==> config.mk <==
export PLATFORM = sky130hd
export DESIGN_NAME = alu_frame_tx
export DESIGN_NICKNAME = d
export VERILOG_FILES = /design/src/rtl/alu_pkg.sv /design/src/rtl/alu_crc4.sv /design/src/rtl/alu_frame_tx.sv
export SDC_FILE = /design/constraint.sdc
export NUM_CORES = 1
export LEC_CHECK = 0
export BUFFER_PORTS_ARGS = -buffer_cell sky130_fd_sc_hd__buf_2
export CORE_UTILIZATION = 40
export CTS_CLUSTER_SIZE = 12
export DETAILED_ROUTE_END_ITERATION = 12
export PLACE_DENSITY_LB_ADDON = 0.12
export RECOVER_POWER = 50
export SYNTH_ARGS = -nofsm -noshare
export SYNTH_HDL_FRONTEND = slang
export SYNTH_HIERARCHICAL = 1
export SYNTH_SLANG_ARGS = --single-unit
==> constraint.sdc <==
create_clock -name clk -period 3.3 [get_ports clk]
set_input_delay 0 -clock clk [delete_from_list [all_inputs] [get_ports clk]]
set_output_delay 0 -clock clk [all_outputs]
set_load 0.01 [all_outputs]
==> src/rtl/alu_pkg.sv <==
// alu_pkg: shared types and frame constants for the ALU serial frame transmitter.
package alu_pkg;
    typedef enum logic [1:0] {
        NORMAL    = 2'd0,
        BAD_CRC   = 2'd1,
        DROP_BYTE = 2'd2
    } tx_mode_t;

    localparam int   FRAME_BITS = 11;
    localparam logic TYPE_DATA  = 1'b0;
    localparam logic TYPE_CMD   = 1'b1;

    typedef enum logic [1:0] {
        S_IDLE,
        S_DATA,
        S_CMD,
        S_GAP
    } state_t;
endpackage

==> src/rtl/alu_crc4.sv <==
// alu_crc4: combinational CRC4 (x^4+x+1, init 0) over an MSB-first message.
module alu_crc4 #(
    parameter int MSG_W = 68
) (
    input  logic [MSG_W-1:0] msg,
    output logic [3:0]       crc
);
    always_comb begin
        crc = '0;
        for (int i = MSG_W - 1; i >= 0; i--)
            crc = {crc[2:0], 1'b0} ^ {2'b00, {2{crc[3] ^ msg[i]}}};
    end
endmodule

==> src/rtl/alu_frame_tx.sv <==
// alu_frame_tx: serialises one ALU operation into data frames plus a CRC-protected
// control frame on sin, with optional bad-CRC or dropped-byte error injection.
module alu_frame_tx
    import alu_pkg::*;
#(
    parameter int DATA_W = 32,
    parameter int GAP    = 4
) (
    input  logic              clk,
    input  logic              rst,
    input  logic              valid,
    output logic              ready,
    input  logic [DATA_W-1:0] a,
    input  logic [DATA_W-1:0] b,
    input  logic [2:0]        op,
    input  logic [1:0]        mode,
    output logic              sin,
    output logic              busy,
    output logic              done
);
    localparam int N_BYTES = DATA_W / 8;
    localparam int NF      = 2 * N_BYTES;
    localparam int LAST    = FRAME_BITS - 1;

    state_t              state_q, state_d;
    logic [3:0]          bit_q, bit_d;
    logic [7:0]          byte_q, byte_d;
    logic [7:0]          gap_q, gap_d;
    logic [2*DATA_W-1:0] ops_q, ops_d;
    logic [2:0]          op_q, op_d;
    logic [1:0]          mode_q, mode_d;
    logic [3:0]          crc_q, crc_d;
    logic [7:0]          sh_q, sh_d;
    logic [3:0]          crc_w;
    logic [7:0]          last_byte, cur_pay;
    logic                accept, frm;

    alu_crc4 #(.MSG_W(2 * DATA_W + 4)) u_crc (
        .msg({b, a, 1'b1, op}),
        .crc(crc_w)
    );

    always_comb begin
        ready     = state_q == S_IDLE;
        busy      = !ready;
        accept    = valid && ready;
        frm       = state_q == S_DATA || state_q == S_CMD;
        done      = state_q == S_CMD && bit_q == 4'(LAST);
        last_byte = 8'(mode_q == DROP_BYTE ? NF - 2 : NF - 1);
        cur_pay   = state_q == S_CMD ? {1'b0, op_q, mode_q == BAD_CRC ? ~crc_q : crc_q}
                                     : 8'(ops_q >> (8 * (NF - 1 - int'(byte_q))));
        sin       = !frm || (bit_q == 4'd0 ? 1'b0 :
                             bit_q == 4'd1 ? (state_q == S_CMD ? TYPE_CMD : TYPE_DATA) :
                             bit_q == 4'(LAST) ? 1'b1 : sh_q[7]);
        state_d   = state_q;
        bit_d     = frm ? (bit_q == 4'(LAST) ? 4'd0 : bit_q + 4'd1) : 4'd0;
        byte_d    = byte_q;
        gap_d     = gap_q;
        ops_d     = ops_q;
        op_d      = op_q;
        mode_d    = mode_q;
        crc_d     = crc_q;
        // payload byte is latched on the start bit and shifted out MSB first
        sh_d      = bit_q == 4'd0 ? cur_pay : (bit_q >= 4'd2 && bit_q <= 4'd9) ? sh_q << 1 : sh_q;
        case (state_q)
            S_IDLE: if (accept) begin
                state_d = S_DATA;
                ops_d   = {b, a};
                op_d    = op;
                mode_d  = mode;
                crc_d   = crc_w;
                byte_d  = '0;
            end
            S_DATA: if (bit_q == 4'(LAST)) begin
                if (byte_q == last_byte) begin
                    state_d = S_CMD;
                    byte_d  = '0;
                end else
                    byte_d = byte_q + 8'd1;
            end
            S_CMD: if (bit_q == 4'(LAST)) begin
                state_d = GAP == 0 ? S_IDLE : S_GAP;
                gap_d   = '0;
            end
            default: begin
                gap_d = gap_q + 8'd1;
                if (gap_q == 8'(GAP - 1)) state_d = S_IDLE;
            end
        endcase
    end

    always_ff @(posedge clk or posedge rst) begin
        if (rst) begin
            state_q <= S_IDLE;
            bit_q   <= '0;
            byte_q  <= '0;
            gap_q   <= '0;
            ops_q   <= '0;
            op_q    <= '0;
            mode_q  <= '0;
            crc_q   <= '0;
            sh_q    <= '0;
        end else begin
            state_q <= state_d;
            bit_q   <= bit_d;
            byte_q  <= byte_d;
            gap_q   <= gap_d;
            ops_q   <= ops_d;
            op_q    <= op_d;
            mode_q  <= mode_d;
            crc_q   <= crc_d;
            sh_q    <= sh_d;
        end
    end
endmodule

==> impl_summary.md <==
Status
The flow ran to the end, but the final reports show violations. The checks that failed: capacitance limit, slew limit.

Clocking
The H-tree was split into 3 levels. The total CTS buffers is 9. At the later pin of the worst-skew pair, clock insertion delay measures approximately 360 ps. The deepest clock path buffer count is 2. The clock root buffer master is clkbuf_16. The post-CTS clock slew at the launch and capture registers of the worst setup and hold paths is around 70 ps. The TritonCTS clock tree is built. The clock sink total is between 100 and 150.

Critical path
The critical path class is primary input to flop. STA classifies the critical path endpoint as a flop. For the worst setup path, the data arrival time is 3440 ps.

The startpoint class of the critical path is a primary input. The largest fanout on the critical path is 3. The required time of the critical path is between 3000 and 4000 ps.

Power and ir drop
In this run the power density over the cells is ~500 nW/um2. The total power consumption of the routed design is between 3 and 4 mW. IR analysis of the VDD net gives a maximum drop of approximately 0.33 mV. The leakage power of the design is ~3.8 nW.

Synthesis
After synthesis the netlist holds a flip-flop and latch count of ~100. The total of warnings raised by yosys is 6. Of the synthesized area, sequential elements account for 0.418. The synthesized netlist contains 53 unique library cells.

The number of enable-type register cells in the synthesized netlist is 0. In this run the cell area of the synthesized design comes to between 6000 and 7000 um2. The post-synthesis average cell area is 12.9 um2. The synthesized netlist cell count is around 480. The flip-flop cell with the highest count after synthesis is dfrtp_1.

The fraction of synthesis flops using an asynchronous set or reset pin is 1.00.

GRT
For this run, the total global-route usage over all layers was measured as 0.207. Entering global routing, the biggest net connects 74 pins. The first global-routing pass estimated approximately 24 mm of wire.

The via count of the first global-routing pass is roughly 4400. The number of antenna violations at the first check in global routing is 0. The sum of overflow across all layers after global routing is 0.

STA
After routing, the total negative slack on setup checks comes to 0 ps. Headroom to the max-slew limit came out at -0.665. After layout, the worst setup slack is about 110 ps.

Setup repair after global routing left no endpoint under its margin. Subtracting the final worst setup slack from the clock period gives approximately 3200 ps. The highest achievable clock rate is about 310 MHz. The hold violation count in the final report is 0. The transition at the pin with the smallest max-transition slack is 2500 ps. The count of pins over their slew limit is 66. The final cycle utilization of the critical path is 0.966. Clock skew on the completed layout was measured at 7.50 ps.

Setup violations remaining at the end of the flow were counted as 0.

Floorplan
The area of the core region is around 15000 um2. The die covers 15900 um2. The die is 126 um wide. For this design the top-level I/O count stands at between 70 and 80. The cell row count is 44. The initial core utilization is 0.417.

From bottom edge to top edge, the die measures 126 um.

Place
Timing analysis after detailed placement gives a worst setup slack of roughly 300 ps. The count of buffers added on input and output ports is 75. Summed over all nets, the half-perimeter wirelength after detailed placement is approximately 11 mm. The weighted congestion at the end of routability-driven global placement is roughly 0.81.

Detailed routing
The per-cell via count in the routed design is just over 5. The count of nets left with antenna violations once routing finished came out at 0. The post-detailed-route DRC marker count is 0. The via count is a little over 4000. After detailed routing, the average wire length per cell comes to 18.7 um. The first-pass detailed-route iteration total is 4. The detailed router's first-iteration violation count is 179. The wire length reported by the detailed router is roughly 15 mm.

Cells and area
For this run, the post-layout net count is 700. Of the cells placed in the final design, the portion with a size suffix greater than 1 is 0.330. After filler insertion, the fill cell instance count of the layout stands at between 1000 and 1500. Compared with the post-synthesis result, the final layout area differs by 25.2%. The number of antenna diodes in the final layout is 0.

Hold path
The tightest min-delay check is of the primary input to flop type.

Run
Max-cap violations in this run came to 1.
-- power breakdown --
part | internal, mW | switching, mW
logic | 0.908 | 0.455
clock network | 0.621 | 0.520
registers | 1.26 | 0
-- layer usage --
metal | track usage | up-vias | routed length [um]
li1 | - | 1966 | -
met1 | 0.284 | 2091 | 7280
met2 | 0.332 | 82 | 7210
met3 | 0.0455 | 6 | 484
met4 | 0.0517 | 0 | 152
met5 | 0 | - | 0
-- critical path, stage by stage --
cell and delay, ps:
dlygate4sd3_1 530, buf_2 160, xor2_2 270, xnor3_1 510
xnor3_2 450, xnor3_1 420, xnor3_2 440, xnor3_1 390
mux2_2 270
-- registers in the layout (all words and copies together), names as in the netlist --
signal and flops:
bit_q 4, gap_q 8, crc_q 4, sh_q 8, state_q 2, ops_q 64
byte_q 8, op_q 3, mode_q 2
-- path summary, 6_finish.rpt --
| kind | start | to | slack (ps) | depth (start not counted) |
|---|---|---|---|---|
| worst min-delay path | valid | byte_q[0]$_DFFE_PP0P_ | 170 | 3 |
| worst min register to register | ops_q[23]$_DFFE_PP0P_ | ops_q[23]$_DFFE_PP0P_ | 510 | 1 |
| min in group asynchronous | rst | ops_q[59]$_DFFE_PP0P_ | 1040 | 3 |
| worst max register to register | state_q[0]$_DFFE_PP0P_ | ops_q[13]$_DFFE_PP0P_ | 980 | 4 |
| max in group asynchronous | rst | ops_q[12]$_DFFE_PP0P_ | 620 | 4 |
| worst max-delay path | b[28] | crc_q[1]$_DFFE_PP0P_ | 110 | 9 |
-- synth_stat cells (2+ instances only) --
| cell type | count | share of area |
|---|---|---|
| xnor3_4 | 2 | 0.0085 |
| nand3_1 | 8 | 0.0065 |
| nor2_1 | 21 | 0.013 |
| buf_2 | 6 | 0.0049 |
| o21ai_0 | 20 | 0.016 |
| mux4_2 | 16 | 0.059 |
| a22o_1 | 2 | 0.0028 |
| buf_6 | 5 | 0.0091 |
| mux2_2 | 76 | 0.14 |
| xnor3_1 | 16 | 0.059 |
| inv_1 | 10 | 0.0061 |
| clkbuf_1 | 10 | 0.0061 |
| and3_1 | 2 | 0.0020 |
| nor3b_1 | 3 | 0.0037 |
| nand2_1 | 19 | 0.012 |
| nor4_1 | 2 | 0.0020 |
| ha_1 | 8 | 0.016 |
| o41ai_1 | 2 | 0.0028 |
| mux2i_1 | 11 | 0.018 |
| nor2b_1 | 4 | 0.0041 |
| o31ai_1 | 2 | 0.0024 |
| xnor2_1 | 67 | 0.095 |
| dfrtp_1 | 103 | 0.42 |
| a21oi_1 | 8 | 0.0065 |
| nor3_1 | 2 | 0.0016 |
| a21boi_0 | 2 | 0.0024 |
| xor2_1 | 17 | 0.024 |
| o221ai_1 | 3 | 0.0043 |
| nand4_1 | 5 | 0.0051 |
| nor3_4 | 2 | 0.0053 |
| xnor3_2 | 2 | 0.0077 |
-- kinds of logic (layout without fill, tap and decap cells) --
family | count (synthesis) | in the layout | share of synthesized area
AND/OR/NAND/NOR | 78 | 78 | 0.0683
buffers and inverters | 34 | 180 | 0.0303
adder cells (fa/ha/maj) | 8 | 8 | 0.0163
flip-flops | 103 | 103 | 0.418
other | 1 | 2 | 0.000609
XOR/XNOR | 107 | 107 | 0.203
AO/OA/AOI/OAI | 44 | 44 | 0.0475
multiplexers | 103 | 103 | 0.215
-- timing repair --
item,CTS,global route
setup buffers,0,0
hold endpoints to repair,132,0
hold buffers,70,0
gates resized for setup,0,1
endpoints found under the setup margin,0,1
-- cell usage in the layout (no fill, tap or decap), drive strengths merged, types with 3 or more instances in the layout --
| master | count |
|---|---|
| nor3 | 5 |
| nand2 | 19 |
| nor3b | 3 |
| clkbuf | 11 |
| inv | 13 |
| nand3 | 8 |
| dlygate4sd3 | 70 |
| xor2 | 18 |
| o221ai | 3 |
| nand4 | 5 |
| xnor2 | 68 |
| o21ai | 20 |
| nor2 | 21 |
| xnor3 | 20 |
| dfrtp | 103 |
| mux4 | 16 |
| a21oi | 8 |
| mux2 | 76 |
| mux2i | 11 |
| buf | 83 |
| ha | 8 |
| nor2b | 4 |
-- layout make-up --
| cell class | count | area (um2) | area share |
|---|---|---|---|
| flip-flops and latches | 103 | 2580 | 0.334 |
| well taps | 184 | 230 | 0.0298 |
| clock buffers | 10 | 239 | 0.0310 |
| repair buffers | 154 | 1140 | 0.148 |
| multi-input cells | 342 | 3410 | 0.443 |
| inverters | 10 | 37.5 | 0.00487 |
| clock inverters | 6 | 73.8 | 0.00957 |
-- stage by stage --
stage / area (um2) / cells / hold slack, ps / utilization
after global placement: 6700 / 723 / 231 / 0.454
final: 7710 / 809 / 170 / 0.523
after detailed placement: 6700 / 723 / 230 / 0.454
after CTS: 7710 / 809 / 146 / 0.523
after floorplan: 6160 / 479 / 151 / -
after global routing: 7710 / 809 / 182 / 0.523
(Power assumes the default switching activity.)
